File: src/rtl/seg_scan_pkg.sv
// Shared constants and types for the 7-segment scan decoder.
package seg_scan_pkg;

    // Active-low glyphs, dp bit forced high
    localparam logic [7:0] GLYPH_0 = 8'hC0;
    localparam logic [7:0] GLYPH_1 = 8'hF9;
    localparam logic [7:0] GLYPH_2 = 8'hA4;
    localparam logic [7:0] GLYPH_3 = 8'hB0;
    localparam logic [7:0] GLYPH_4 = 8'h99;
    localparam logic [7:0] GLYPH_5 = 8'h92;
    localparam logic [7:0] GLYPH_6 = 8'h82;
    localparam logic [7:0] GLYPH_7 = 8'hF8;
    localparam logic [7:0] GLYPH_8 = 8'h80;
    localparam logic [7:0] GLYPH_9 = 8'h90;

    localparam logic [3:0] DIGIT_BAD = 4'hF;

    // Digit positions; also the anode bit that selects them
    localparam logic [1:0] POS_S0 = 2'd0;
    localparam logic [1:0] POS_S1 = 2'd1;
    localparam logic [1:0] POS_M0 = 2'd2;
    localparam logic [1:0] POS_M1 = 2'd3;

    typedef enum logic [1:0] {
        S_WAIT,
        S_SETTLE,
        S_CAPTURED
    } scan_state_e;

endpackage

File: src/rtl/seg7_glyph_decode.sv
// Combinational active-low 7-segment glyph to BCD digit decoder (dp ignored).
module seg7_glyph_decode
    import seg_scan_pkg::*;
(
    input  logic [7:0] pattern,
    output logic [3:0] digit,
    output logic       bad
);

    logic [7:0] pat;

    // Map the glyph with dp forced off onto its digit; anything else is bad
    always_comb begin
        pat   = pattern | 8'h80;
        digit = DIGIT_BAD;
        bad   = 1'b0;
        case (pat)
            GLYPH_0: digit = 4'd0;
            GLYPH_1: digit = 4'd1;
            GLYPH_2: digit = 4'd2;
            GLYPH_3: digit = 4'd3;
            GLYPH_4: digit = 4'd4;
            GLYPH_5: digit = 4'd5;
            GLYPH_6: digit = 4'd6;
            GLYPH_7: digit = 4'd7;
            GLYPH_8: digit = 4'd8;
            GLYPH_9: digit = 4'd9;
            default: bad = 1'b1;
        endcase
    end

endmodule

File: src/rtl/seg_scan_decoder.sv
// Samples a multiplexed active-low 7-segment bus, rejects scan ghosts and
// reassembles the four displayed digits into an MM:SS frame.
module seg_scan_decoder
    import seg_scan_pkg::*;
#(
    parameter int unsigned SETTLE_CYCLES = 16,
    parameter int unsigned STALL_CYCLES  = 1048576
) (
    input  logic       clk,
    input  logic       reset,
    input  logic [7:0] seg,
    input  logic [3:0] ad,
    output logic [3:0] m1,
    output logic [3:0] m0,
    output logic [3:0] s1,
    output logic [3:0] s0,
    output logic       frame_valid,
    output logic [7:0] frame_count,
    output logic       glyph_err,
    output logic       stalled
);

    localparam int unsigned SW  = $clog2(SETTLE_CYCLES + 1);
    localparam int unsigned STW = $clog2(STALL_CYCLES + 1);
    localparam logic [SW-1:0]  SETTLE_MAX = SW'(SETTLE_CYCLES);
    localparam logic [STW-1:0] STALL_MAX  = STW'(STALL_CYCLES);

    logic [11:0]      pair_q, pair_d;
    logic [11:0]      prev_q, prev_d;
    scan_state_e      state_q, state_d;
    logic [SW-1:0]    cnt_q, cnt_d, cnt_inc;
    logic [3:0]       mask_q, mask_d, cap_bit;
    logic [3:0][3:0]  stage_q, stage_d;
    logic [3:0][3:0]  out_q, out_d;
    logic             fv_q, fv_d;
    logic [7:0]       fc_q, fc_d;
    logic             gerr_q, gerr_d;
    logic [STW-1:0]   stall_q, stall_d;

    logic             anode_ok;
    logic [1:0]       pos;
    logic             changed;
    logic             capture;
    logic             frame_done;
    logic [3:0]       cap_digit;
    logic             cap_bad;

    seg7_glyph_decode u_decode (
        .pattern (pair_q[7:0]),
        .digit   (cap_digit),
        .bad     (cap_bad)
    );

    // Exactly one low anode selects a position; anything else is invalid
    always_comb begin
        anode_ok = 1'b1;
        pos      = POS_S0;
        case (pair_q[11:8])
            4'b1110: pos = POS_S0;
            4'b1101: pos = POS_S1;
            4'b1011: pos = POS_M0;
            4'b0111: pos = POS_M1;
            default: anode_ok = 1'b0;
        endcase
    end

    // Settle FSM: count unchanged samples and capture once per stable pair
    always_comb begin
        pair_d  = {ad, seg};
        prev_d  = pair_q;
        changed = (pair_q != prev_q);
        cnt_inc = cnt_q + SW'(1);
        state_d = state_q;
        cnt_d   = cnt_q;
        capture = 1'b0;
        case (state_q)
            S_WAIT: begin
                cnt_d = '0;
                if (anode_ok) begin
                    state_d = S_SETTLE;
                    cnt_d   = SW'(1);
                end
            end
            S_SETTLE: begin
                if (changed) begin
                    if (anode_ok) begin
                        cnt_d = SW'(1);
                    end else begin
                        state_d = S_WAIT;
                        cnt_d   = '0;
                    end
                end else if (cnt_inc == SETTLE_MAX) begin
                    capture = 1'b1;
                    state_d = S_CAPTURED;
                    cnt_d   = '0;
                end else begin
                    cnt_d = cnt_inc;
                end
            end
            S_CAPTURED: begin
                cnt_d = '0;
                if (changed) begin
                    if (anode_ok) begin
                        state_d = S_SETTLE;
                        cnt_d   = SW'(1);
                    end else begin
                        state_d = S_WAIT;
                    end
                end
            end
            default: begin
                state_d = S_WAIT;
                cnt_d   = '0;
            end
        endcase
    end

    // Staging, frame completion, error flag and stall supervision
    always_comb begin
        frame_done = (mask_q == 4'hF);
        cap_bit    = capture ? (4'b0001 << pos) : 4'b0000;
        // A capture landing on the completion cycle starts the next frame's mask
        mask_d     = frame_done ? cap_bit : (mask_q | cap_bit);
        out_d      = frame_done ? stage_q : out_q;
        fv_d       = frame_done;
        fc_d       = frame_done ? fc_q + 8'd1 : fc_q;
        stage_d    = stage_q;
        gerr_d     = gerr_q;
        if (capture) begin
            stage_d[pos] = cap_digit;
            gerr_d       = gerr_q | cap_bad;
        end
        if (capture) begin
            stall_d = '0;
        end else if (stall_q == STALL_MAX) begin
            stall_d = stall_q;
        end else begin
            stall_d = stall_q + STW'(1);
        end
    end

    // State registers
    always_ff @(posedge clk or negedge reset) begin
        if (!reset) begin
            pair_q  <= '0;
            prev_q  <= '0;
            state_q <= S_WAIT;
            cnt_q   <= '0;
            mask_q  <= '0;
            stage_q <= '0;
            out_q   <= '0;
            fv_q    <= 1'b0;
            fc_q    <= '0;
            gerr_q  <= 1'b0;
            stall_q <= '0;
        end else begin
            pair_q  <= pair_d;
            prev_q  <= prev_d;
            state_q <= state_d;
            cnt_q   <= cnt_d;
            mask_q  <= mask_d;
            stage_q <= stage_d;
            out_q   <= out_d;
            fv_q    <= fv_d;
            fc_q    <= fc_d;
            gerr_q  <= gerr_d;
            stall_q <= stall_d;
        end
    end

    assign m1          = out_q[POS_M1];
    assign m0          = out_q[POS_M0];
    assign s1          = out_q[POS_S1];
    assign s0          = out_q[POS_S0];
    assign frame_valid = fv_q;
    assign frame_count = fc_q;
    assign glyph_err   = gerr_q;
    assign stalled     = (stall_q == STALL_MAX);

endmodule

File: config.mk
export PLATFORM = sky130hd
export DESIGN_NAME = seg_scan_decoder
export DESIGN_NICKNAME = d
export VERILOG_FILES = /design/src/rtl/seg_scan_pkg.sv /design/src/rtl/seg7_glyph_decode.sv /design/src/rtl/seg_scan_decoder.sv
export SDC_FILE = /design/constraint.sdc
export NUM_CORES = 1
export LEC_CHECK = 0
export CAP_MARGIN = 15
export CORE_MARGIN = 5
export CORE_UTILIZATION = 52
export CTS_CLUSTER_DIAMETER = 80
export DETAILED_ROUTE_END_ITERATION = 6
export PLACE_DENSITY = 0.77
export SLEW_MARGIN = 10
export SYNTH_ARGS = -nofsm -noshare
export SYNTH_HDL_FRONTEND = slang
export SYNTH_SLANG_ARGS = --single-unit
File: constraint.sdc
create_clock -name clk -period 2.74 [get_ports clk]
set_input_delay 0.548 -clock clk [delete_from_list [all_inputs] [get_ports clk]]
set_output_delay 0.548 -clock clk [all_outputs]
set_load 0.05 [all_outputs]
# Word level (Yosys, flattened, before mapping)
# Index checks and enable logic that the tools add are counted.
[word_totals]
inputBits = 14
output_inout_bits = 27
word_cells = 81
regBits = 98
[classes]
n_bitwise = 2
shift = 1
reduce_logical = 6
add_sub_neg = 3
mux = 26
n_eq_ne = 24
n_lt_le_gt_ge = 2
[op_table]
columns = ["operator", "n"]
rows = [
  ["21-bit 2-to-1 mux", 2],
  ["4-bit case mux with 10 select lines", 1],
  ["21-bit by 1-bit adder with 21-bit output (second input constant)", 1],
  ["21-bit == test (second input constant)", 1],
  ["7-bit by 5-bit == test with 1-bit output (second input constant)", 3],
  ["7-bit == test (second input constant)", 3],
  ["16-bit bitwise mux", 1],
  ["4-bit == test (second input constant)", 4],
  ["5-bit 2-to-1 mux", 3],
  ["5-bit case mux with 3 select lines", 1],
  ["7-bit by 6-bit == test with 1-bit output (second input constant)", 2],
  ["4-bit 2-to-1 mux", 3],
  ["12-bit inequality test", 1],
  ["2-bit case mux with 3 select lines", 2],
  ["2-bit 2-to-1 mux", 5],
  ["10-bit OR reduction", 1],
  ["8-bit by 1-bit adder with 8-bit output (second input constant)", 1],
  ["4-bit demux with 2-bit select", 1],
  ["7-bit by 2-bit == test with 1-bit output (second input constant)", 1],
  ["7-bit logical NOT", 1],
  ["1-bit 2-to-1 mux", 7],
  ["3-bit inequality test (second input constant)", 2],
  ["5-bit by 1-bit adder with 5-bit output (second input constant)", 1],
  ["5-bit == test (second input constant)", 1],
  ["other kinds (14)", 15],
]

# Logic depth before layout (Yosys ltp)
# Gate-level depths: netlist of the first run.
[logic_depth]
ltp_word = 8
ltp_mapped = 7
depth_no_buf = 7

# Cells and area by module
# From an unflattened synthesis of the first run, not the netlist that was laid out.
[unflattened]
hier_cells = 379
hier_area_um2 = 4199.0
[by_module_without_submodules]
columns = ["module", "instances", "seq_area_each_um2", "area_each_um2", "cells_each"]
rows = [
  ["seg_scan_decoder", 1, 2452.4, 3952.5, 344],
  ["seg7_glyph_decode", 1, 0.0, 246.5, 35],
]

# Worst setup path after synthesis of the first run
# No wires, ideal clock.
[synth_timing]
path_kind = "reg-to-output"
start = "register stall_q[0]"
end = "output port stalled"
setup_slack_ps = 467
arrival_time_ps = 1725
path_buffers = 0
t_required_ps = 2192
stages_incl_launch_ff = 6
cell_sequence = "dfrtp_1 > inv_1 > ha_1 > nor4b_1 > nand3_1 > nor2_1"
[synth_via]
elab_chain_cells = 1
[synth_rtl]
columns = ["element", "line", "source"]
rows = [
  ["start: declaration", "seg_scan_decoder.sv:38", "logic [STW-1:0] stall_q, stall_d;"],
  ["start signal: assignment", "seg_scan_decoder.sv:167", "stall_q <= stall_d;"],
  ["21-bit == test", "seg_scan_decoder.sv:178", "assign stalled = (stall_q == STALL_MAX);"],
  ["end: declaration", "seg_scan_decoder.sv:20", "output logic stalled"],
]
# No other way between the ends.

# Worst setup path in the final report of the first run
# Same ends and word-level chain as after synthesis.

==> results.md, run 1 <==
* Worst endpoint required time at 2190 ps
* Synth Area in Compound Gates at 3.55%
* Iteration-0 DRC count of the detailed router at 102
* Register area share after synthesis at 56.6%
* Power density over cell area at 487 nW/µm²
* Die height at 101 µm
* Number of antenna-violating nets in the routed design at 0
* Final count of negative-setup-slack endpoints at 0
* Clock sink total at 98
* Total net switching power at 0.553 mW
* Area of the die at 10300 µm²
* Hold buffer count at CTS at 0
* Yosys warning total at 0
* Final antenna diode count at 0
* Half-perimeter wire length after detailed placement at 5200 µm
* Final-stage net count at 444
* Port Buffers at 40
* Sequential cell area at 2450 µm²
* Clk network pwr share at 33.7%
* Commonest cells after routing, fill and taps aside: 98 x sky130_fd_sc_hd__dfrtp_1, 75 x sky130_fd_sc_hd__nand2_1, 38 x sky130_fd_sc_hd__clkdlybuf4s50_1
* Cell total after placement at 520
* Vias in the first global route at 2752
* Total negative slack at 0 ps
* Die Span X at 101 µm
* Post-synth net total at 406
* Series of cell instances along the critical path: inv_1 -> ha_1 -> nor4b_1 -> nand3_1 -> nor2_1 -> buf_12
* Cell type group with the largest total delay on the critical path: simple AND/OR/NAND/NOR gates
* Number of buffer and inverter stages on the critical path at 2
* CTS tree: done
* Worst Setup Path Type: reg -> out
* R2R setup slack at 590 ps
* Leak Pwr at 2.38 nW
* Combinational family with the most area after synthesis: simple AND/OR/NAND/NOR gates
* Clk slew on worst S/H paths at 90 ps
* # H-tree levels at 3
* Hold violation total from the final report at 0
* Final min period at 2510 ps
* Vias at 2821
* Synthesis-to-finish area growth at 14.9%
* Multiplexer share of the synthesized area at 4.85%
* Post-synth EDFFs at 0
* Vias per inst at 5.27
* Post-Route Skew at 8.51 ps
* Later-pin clock latency in the skew report at 350 ps
* Detailed-route wire length at 7390 µm
* Total clock buffers created by CTS at 9
* Slew HR at 62.0%
* Achievable clock frequency at 399 MHz
* Average wire length per cell after detail routing at 13.8 µm
* RSZ-0062 raised after global routing: no
* First-pass GRT wire length at 13000 µm
* Kind of end point of the critical path: output pin
* GR Overflow Total at 0
* Maximum buffer depth of the clock tree at 2
* RePlAce Congestion at 0.810
* Initial core utilization at 53.0%
* Remaining design rule violation count at 0
* Post-placement worst setup slack at 597 ps
* Xor and xnor fraction of the mapped netlist area at 10.4%
* Power Internal at 1.87 mW
* Max VDD drop at 0.369 mV
* Net Sw Frac at 22.8%
* Part of the cycle the worst path needs at 91.4%
* Min-Delay Path Class: in -> async
* Largest net degree at the start of global routing at 79
* # Max-Cap Violations at 0
* Arithmetic-cell share of the synthesized area counting full adders, half adders and majority gates at 1.39%
* Total of cells resized after clock tree synthesis at 0
* Final slew viol count at 0
* Post-CTS setup-driven buffer insertion count at 0
* Area of the mapped netlist at 4330 µm²
* Global routing usage summed across all routing layers at 16.0%
* Status: completed
* Ratio of cells with drive above 1 in the final layout at 7.67%
* Cell with the largest stage delay on the worst path: sky130_fd_sc_hd__dfrtp_1
* Filler-free cell count of the finished design at 535
* Sequential group share of total power at 61.9%
* Commonest non-fill, non-tap cell in the layout: sky130_fd_sc_hd__dfrtp_1
* Number of top-level pins at 41
* CP peak stage delay at 430 ps
* Number of placement rows at 33
* Crit path arrival time at 1960 ps
* Standard cell core area at 8180 µm²
* Drt first pass iters at 4
* Slew at the pin closest to its max-slew limit at 566 ps
* Fill count at 675
* Root buffer selected by CTS: sky130_fd_sc_hd__clkbuf_8
* Average footprint of a synthesized cell at 11.2 µm²
* Worst Setup Slack, final at 235 ps
* Flops & latches, synth at 98
* Post-synthesis cell count at 388
* Post-synth ARST share at 100%
* Unique cell type count in the Yosys netlist at 48
* Critical path launch point type: flop
* Portion of total power attributed to combinational logic at 4.4%
* Antenna violations before repair at 0
* Highest fanout seen on the critical path at 5
* Dominant register cell in the synthesized netlist: sky130_fd_sc_hd__dfrtp_1
* Area taken by multi-input logic gates at 1750 µm²
* Simple-gate area share of the yosys netlist at 20.3%
==> synthesized netlist by cell type (all sizes together) (3+ instances only) <==
cell type / number / share of area (%)
dfrtp: 98 / 57
mux2i: 3 / 0.69
nand4: 13 / 2.5
clkbuf: 6 / 0.52
o21ai: 8 / 0.92
and3: 7 / 1.0
mux2: 16 / 4.2
and4: 5 / 1.0
nor2b: 3 / 0.43
buf: 10 / 1.8
nor3: 7 / 1.2
ha: 4 / 1.2
nor2: 36 / 3.1
nor4b: 3 / 0.61
nand3: 16 / 2.0
nor4: 3 / 0.43
xnor2: 28 / 7.1
inv: 7 / 0.61
nand2: 75 / 6.5
xor2: 16 / 3.2
==> flip-flops by register name, indices dropped and copies added (netlist names) <==
register,flops
pair_q,12
prev_q,12
m1,4
stall_q,21
stage_q,16
s1,4
glyph_err,1
mask_q,4
frame_valid,1
state_q,2
m0,4
frame_count,8
cnt_q,5
s0,4
==> final cells by class <==
class                           instances  share of cell area [%]
Sequential cell                        98                    49.3
Multi-Input combinational cell        267                    35.2
Timing Repair Buffer                   43                    8.90
Clock buffer                           11                    2.84
Tap cell                              105                    2.64
Clock inverter                          4                   0.578
Inverter                                7                   0.528
==> path summary, 6_finish.rpt <==
path                               to  startpoint  depth (start not counted)
max                           stalled  stall_q[0]                          6
min                             s1[0]       reset                          1
max reg2reg                stage_q[8]   pair_q[4]                          5
min reg2reg                 prev_q[7]   pair_q[7]                          0
max in group asynchronous  stall_q[4]       reset                          2
min in group clk            prev_q[7]   pair_q[7]                          0
==> kinds of logic (layout without fill, tap and decap cells) <==
logic type / Yosys count / in the layout
simple gates: 177 / 177
fa+ha+maj: 5 / 5
compound gates: 22 / 22
xor+xnor: 44 / 44
mux: 19 / 19
buf+inv: 23 / 65
flops: 98 / 98
==> metal layers <==
layer | wire length [µm] | vias up | share of wire [%] | global-route usage (%)
li1 | - | 1381 | - | -
met1 | 3510 | 1375 | 48 | 21.6
met2 | 3450 | 55 | 47 | 25.2
met3 | 316 | 10 | 4.3 | 3.65
met4 | 113 | 0 | 1.5 | 6.13
met5 | 0 | - | 0 | 0
==> metrics by stage <==
stage / power, mW / hold WS [ps] / cell area (µm²) / util, %
after floorplan: 1.58 / 252 / 4330 / -
after global placement: 1.64 / 382 / 4810 / 58.8
after detailed placement: 1.64 / 392 / 4810 / 58.8
after CTS: 2.46 / 57.8 / 4980 / 60.9
after global routing: 2.53 / 74.5 / 4980 / 60.9
final: 2.42 / 71.0 / 4980 / 60.9
==> power groups by stage <==
stage          logic [mW]  clock network, mW  registers [mW]
2_1_floorplan      0.0770                  0            1.51
3_3_place_gp        0.108                  0            1.53
3_5_place_dp        0.110                  0            1.53
4_1_cts             0.111              0.848            1.50
5_1_grt             0.123              0.904            1.50
6_report            0.107              0.817            1.50
No activity file was read; power rests on OpenSTA's default activity.
==> inputs of run 2 (changes only) <==
Settings changed: ABC_AREA set to 1, CORE_ASPECT_RATIO set to 0.8, SLEW_MARGIN 10 to unset.
==> run 2 against run 1 <==
Power grew 21%. Die area grew 7.5%. Utilization grew 1.0 points. Synthesized cell count grew 40%. Final cell count grew 33%. Non-clock buffer count shrank 1. Clock-buffer cell count shrank 1. Critical path type unchanged. Critical endpoint unchanged. Highest routed layer unchanged.
==> results.md, run 2 <==
* Total negative slack at 0 ps (unchanged)
* Post-synth net total at 562 (+38%)
* Drt first pass iters at 5 (+1)
* Area of the die at 11000 µm² (+7.5%)
* Number of top-level pins at 41 (unchanged)
* Uppermost metal layer occupied by signal nets: met4
* Vias per inst at 5.15 (-2.4%)
* Slew at the pin closest to its max-slew limit at 837 ps (+271 ps)
* Depth of the worst register-to-register path at 9 (+4)
* Total of cells resized after clock tree synthesis at 0 (unchanged)
* Final min period at 2270 ps (-232 ps)
* Final-stage net count at 608 (+37%)
* Crit path arrival time at 1730 ps (-230 ps)
* Post-synth EDFFs at 0 (unchanged)
* Global routing usage summed across all routing layers at 18.3% (+2.4 points)
* Hold violation total from the final report at 0 (unchanged)
* Fill count at 749 (+11%)
* Die height at 94.9 µm (-6.3%)
* Initial core utilization at 52.6% (-0.43 points)
* Count leader, synth: sky130_fd_sc_hd__nand2_1
* Final total power at 2.93 mW (+21%)
* Max VDD drop at 0.495 mV (+34%)
* Maximum buffer depth of the clock tree at 2 (unchanged)
* Filler-free cell count of the finished design at 709 (+33%)
* RSZ-0062 raised after global routing: no
* Largest reg by FF count: stall_q
* Worst endpoint required time at 2190 ps (about the same)
* Antenna violations before repair at 0 (unchanged)
* Ratio of cells with drive above 1 in the final layout at 10.3% (+2.6 points)
* Cell with the largest stage delay on the worst path: sky130_fd_sc_hd__dfrtp_1
* Vias at 3650 (+29%)
* Sequential cell area at 2450 µm² (unchanged)
* Largest cells by area after synthesis: sky130_fd_sc_hd__dfrtp_1 52%, sky130_fd_sc_hd__nand2_1 12%, sky130_fd_sc_hd__inv_1 5.8%, sky130_fd_sc_hd__nand3_1 5.5%, sky130_fd_sc_hd__mux2_2 3.8%
* Post-Route Skew at 8.56 ps (+0.0462 ps)
* Final slew viol count at 0 (unchanged)
* Post-synth ARST share at 100% (unchanged)
* Number of antenna-violating nets in the routed design at 0 (unchanged)
* Largest net degree at the start of global routing at 62 (-22%)
* Worst Setup Path Type: reg -> out
* Die Span X at 116 µm (+15%)
* Dominant register cell in the synthesized netlist: sky130_fd_sc_hd__dfrtp_1
* Share of the synthesized area in the top cell type at 52.3% (-4.3 points)
* Flops & latches, synth at 98 (unchanged)
* R2R setup slack at 760 ps (+170 ps)
* Unique cell type count in the Yosys netlist at 34 (-29%)
* Final antenna diode count at 0 (unchanged)
* Number of placement rows at 31 (-6.1%)
* Average wire length per cell after detail routing at 13.2 µm (-4.7%)
* Status: completed
* Min-Delay Path Class: in -> async
* Terminus of the critical flop-to-flop path: stall_q[6]
* Later-pin clock latency in the skew report at 340 ps (about the same)
* Power density over cell area at 531 nW/µm² (+9.1%)
* Total clock buffers created by CTS at 9 (unchanged)
* Series of cell instances along the critical path: inv_1 -> ha_1 -> nand4_1 -> nor4_2 -> buf_4
* Average footprint of a synthesized cell at 8.62 µm² (-23%)
* Crit. Startpoint: stall_q[0]
* Detailed-routed wire length on met2 at 4460 µm (+29%)
* Part of the cycle the worst path needs at 83.0% (-8.5 points)
* Kind of end point of the critical path: output pin
* Commonest cells after routing, fill and taps aside: 151 x sky130_fd_sc_hd__nand2_1, 98 x sky130_fd_sc_hd__dfrtp_1, 72 x sky130_fd_sc_hd__inv_1
* Final count of negative-setup-slack endpoints at 0 (unchanged)
* Register area share after synthesis at 52.3% (-4.3 points)
* Leading cell types by count after synthesis: 151 x sky130_fd_sc_hd__nand2_1, 98 x sky130_fd_sc_hd__dfrtp_1, 72 x sky130_fd_sc_hd__inv_1
* Post-CTS setup-driven buffer insertion count at 0 (unchanged)
* RePlAce Congestion at 0.935 (+16%)
* Highest fanout seen on the critical path at 4 (-1)
* Slew HR at 43.8% (-18 points)
* Clock sink total at 98 (unchanged)
* Half-perimeter wire length after detailed placement at 6790 µm (+31%)
* Crit path capture: stalled
* Post-synthesis cell count at 544 (+40%)
* Iteration-0 DRC count of the detailed router at 167 (+64%)
* Remaining design rule violation count at 0 (unchanged)
* Commonest non-fill, non-tap cell in the layout: sky130_fd_sc_hd__nand2_1
* Root buffer selected by CTS: sky130_fd_sc_hd__clkbuf_16
* Critical path launch point type: flop
* Vias in the first global route at 3555 (+29%)
* Flip-flop count of the largest register after layout at 21 (unchanged)
* Synthesis-to-finish area growth at 17.8%
* Leak Pwr at 2.88 nW (+21%)
* # Max-Cap Violations at 0 (unchanged)
* First-pass GRT wire length at 16100 µm (+23%)
* Standard cell core area at 8920 µm² (+9.1%)
* CP peak stage delay at 420 ps (about the same)
* Port Buffers at 40 (unchanged)
* Detailed-route wire length at 9330 µm (+26%)
* Met3 Routed Length at 570 µm (+80%)
* Cell total after placement at 694 (+33%)
* Regs by FF count: stall_q: 21 flops, stage_q: 16 flops
* Yosys warning total at 0 (unchanged)
* Most area-hungry cell type in the Yosys netlist: sky130_fd_sc_hd__dfrtp_1
* Area taken by multi-input logic gates at 1880 µm² (+6.9%)
* Wire length on met1 at 4170 µm (+19%)
* Hold buffer count at CTS at 0 (unchanged)
* Clk slew on worst S/H paths at 60 ps (-30 ps)
* # H-tree levels at 3 (unchanged)
* Achievable clock frequency at 440 MHz (+10%)
* CTS tree: done
* Area of the mapped netlist at 4690 µm² (+8.2%)
* Reg-to-reg critical path startpoint: cnt_q[0]
* GR Overflow Total at 0 (unchanged)
## run 2: final cells by class
| type | instances | area share [%] |
|---|---|---|
| well taps | 115 | 2.61 |
| multi-input cells | 354 | 34.0 |
| repair buffers | 42 | 7.66 |
| clock inverters | 5 | 1.45 |
| clock buffers | 10 | 4.15 |
| inverters | 85 | 5.78 |
| flip-flops and latches | 98 | 44.4 |
## run 2: worst min path at each step
stage                     depth (start not counted)          end  slack, ps       from
after floorplan                                   0     cnt_q[0]        250      reset
after global placement                            0    prev_q[7]        380  pair_q[7]
after detailed placement                          0    prev_q[7]        390  pair_q[7]
after CTS                                         1  stall_q[14]        180      reset
after global routing                              1  stall_q[14]        220      reset
final                                             1  stall_q[14]        170      reset
## run 2: metal layers
metal	up-vias	global-route usage, %
met5	-	0
met4	0	5.51
met3	10	5.25
met2	99	29.8
met1	1735	24.0
li1	1806	-
## run 2: cell families after synthesis
family                   count (synthesis)  share of synthesized area (%)
multiplexers                            16                           3.84
adder cells (fa/ha/maj)                  4                           1.07
XOR/XNOR                                14                           2.61
AND/OR/NAND/NOR                        297                           29.6
flip-flops                              98                           52.3
buffers and inverters                   92                           7.84
AO/OA/AOI/OAI                           23                           2.69
## run 2: metrics by stage
stage | hold WS (ps) | cell area, µm² | util (%) | worst slack [ps]
floorplan | 252 | 4700 | - | 445
global route | 216 | 5520 | 61.9 | 319
finish | 166 | 5520 | 61.9 | 467
detailed placement | 390 | 5210 | 58.4 | 798
CTS | 184 | 5520 | 61.9 | 437
global placement | 384 | 5210 | 58.4 | 850
## run 2: critical path, delay by kind of cell (launching register included)
kind | cells | cell delay, ps
fa+ha+maj | 1 | 150
buf+inv | 2 | 370
flops | 1 | 420
simple gates | 2 | 430
## run 2: where the power goes
part | internal, mW | leakage [nW] | switching (mW)
Sequential | 1.47 | 1.30 | 0.0232
Clock | 0.793 | 0.145 | 0.510
Combinational | 0.0483 | 1.44 | 0.0902
Total | 2.31 | 2.88 | 0.623
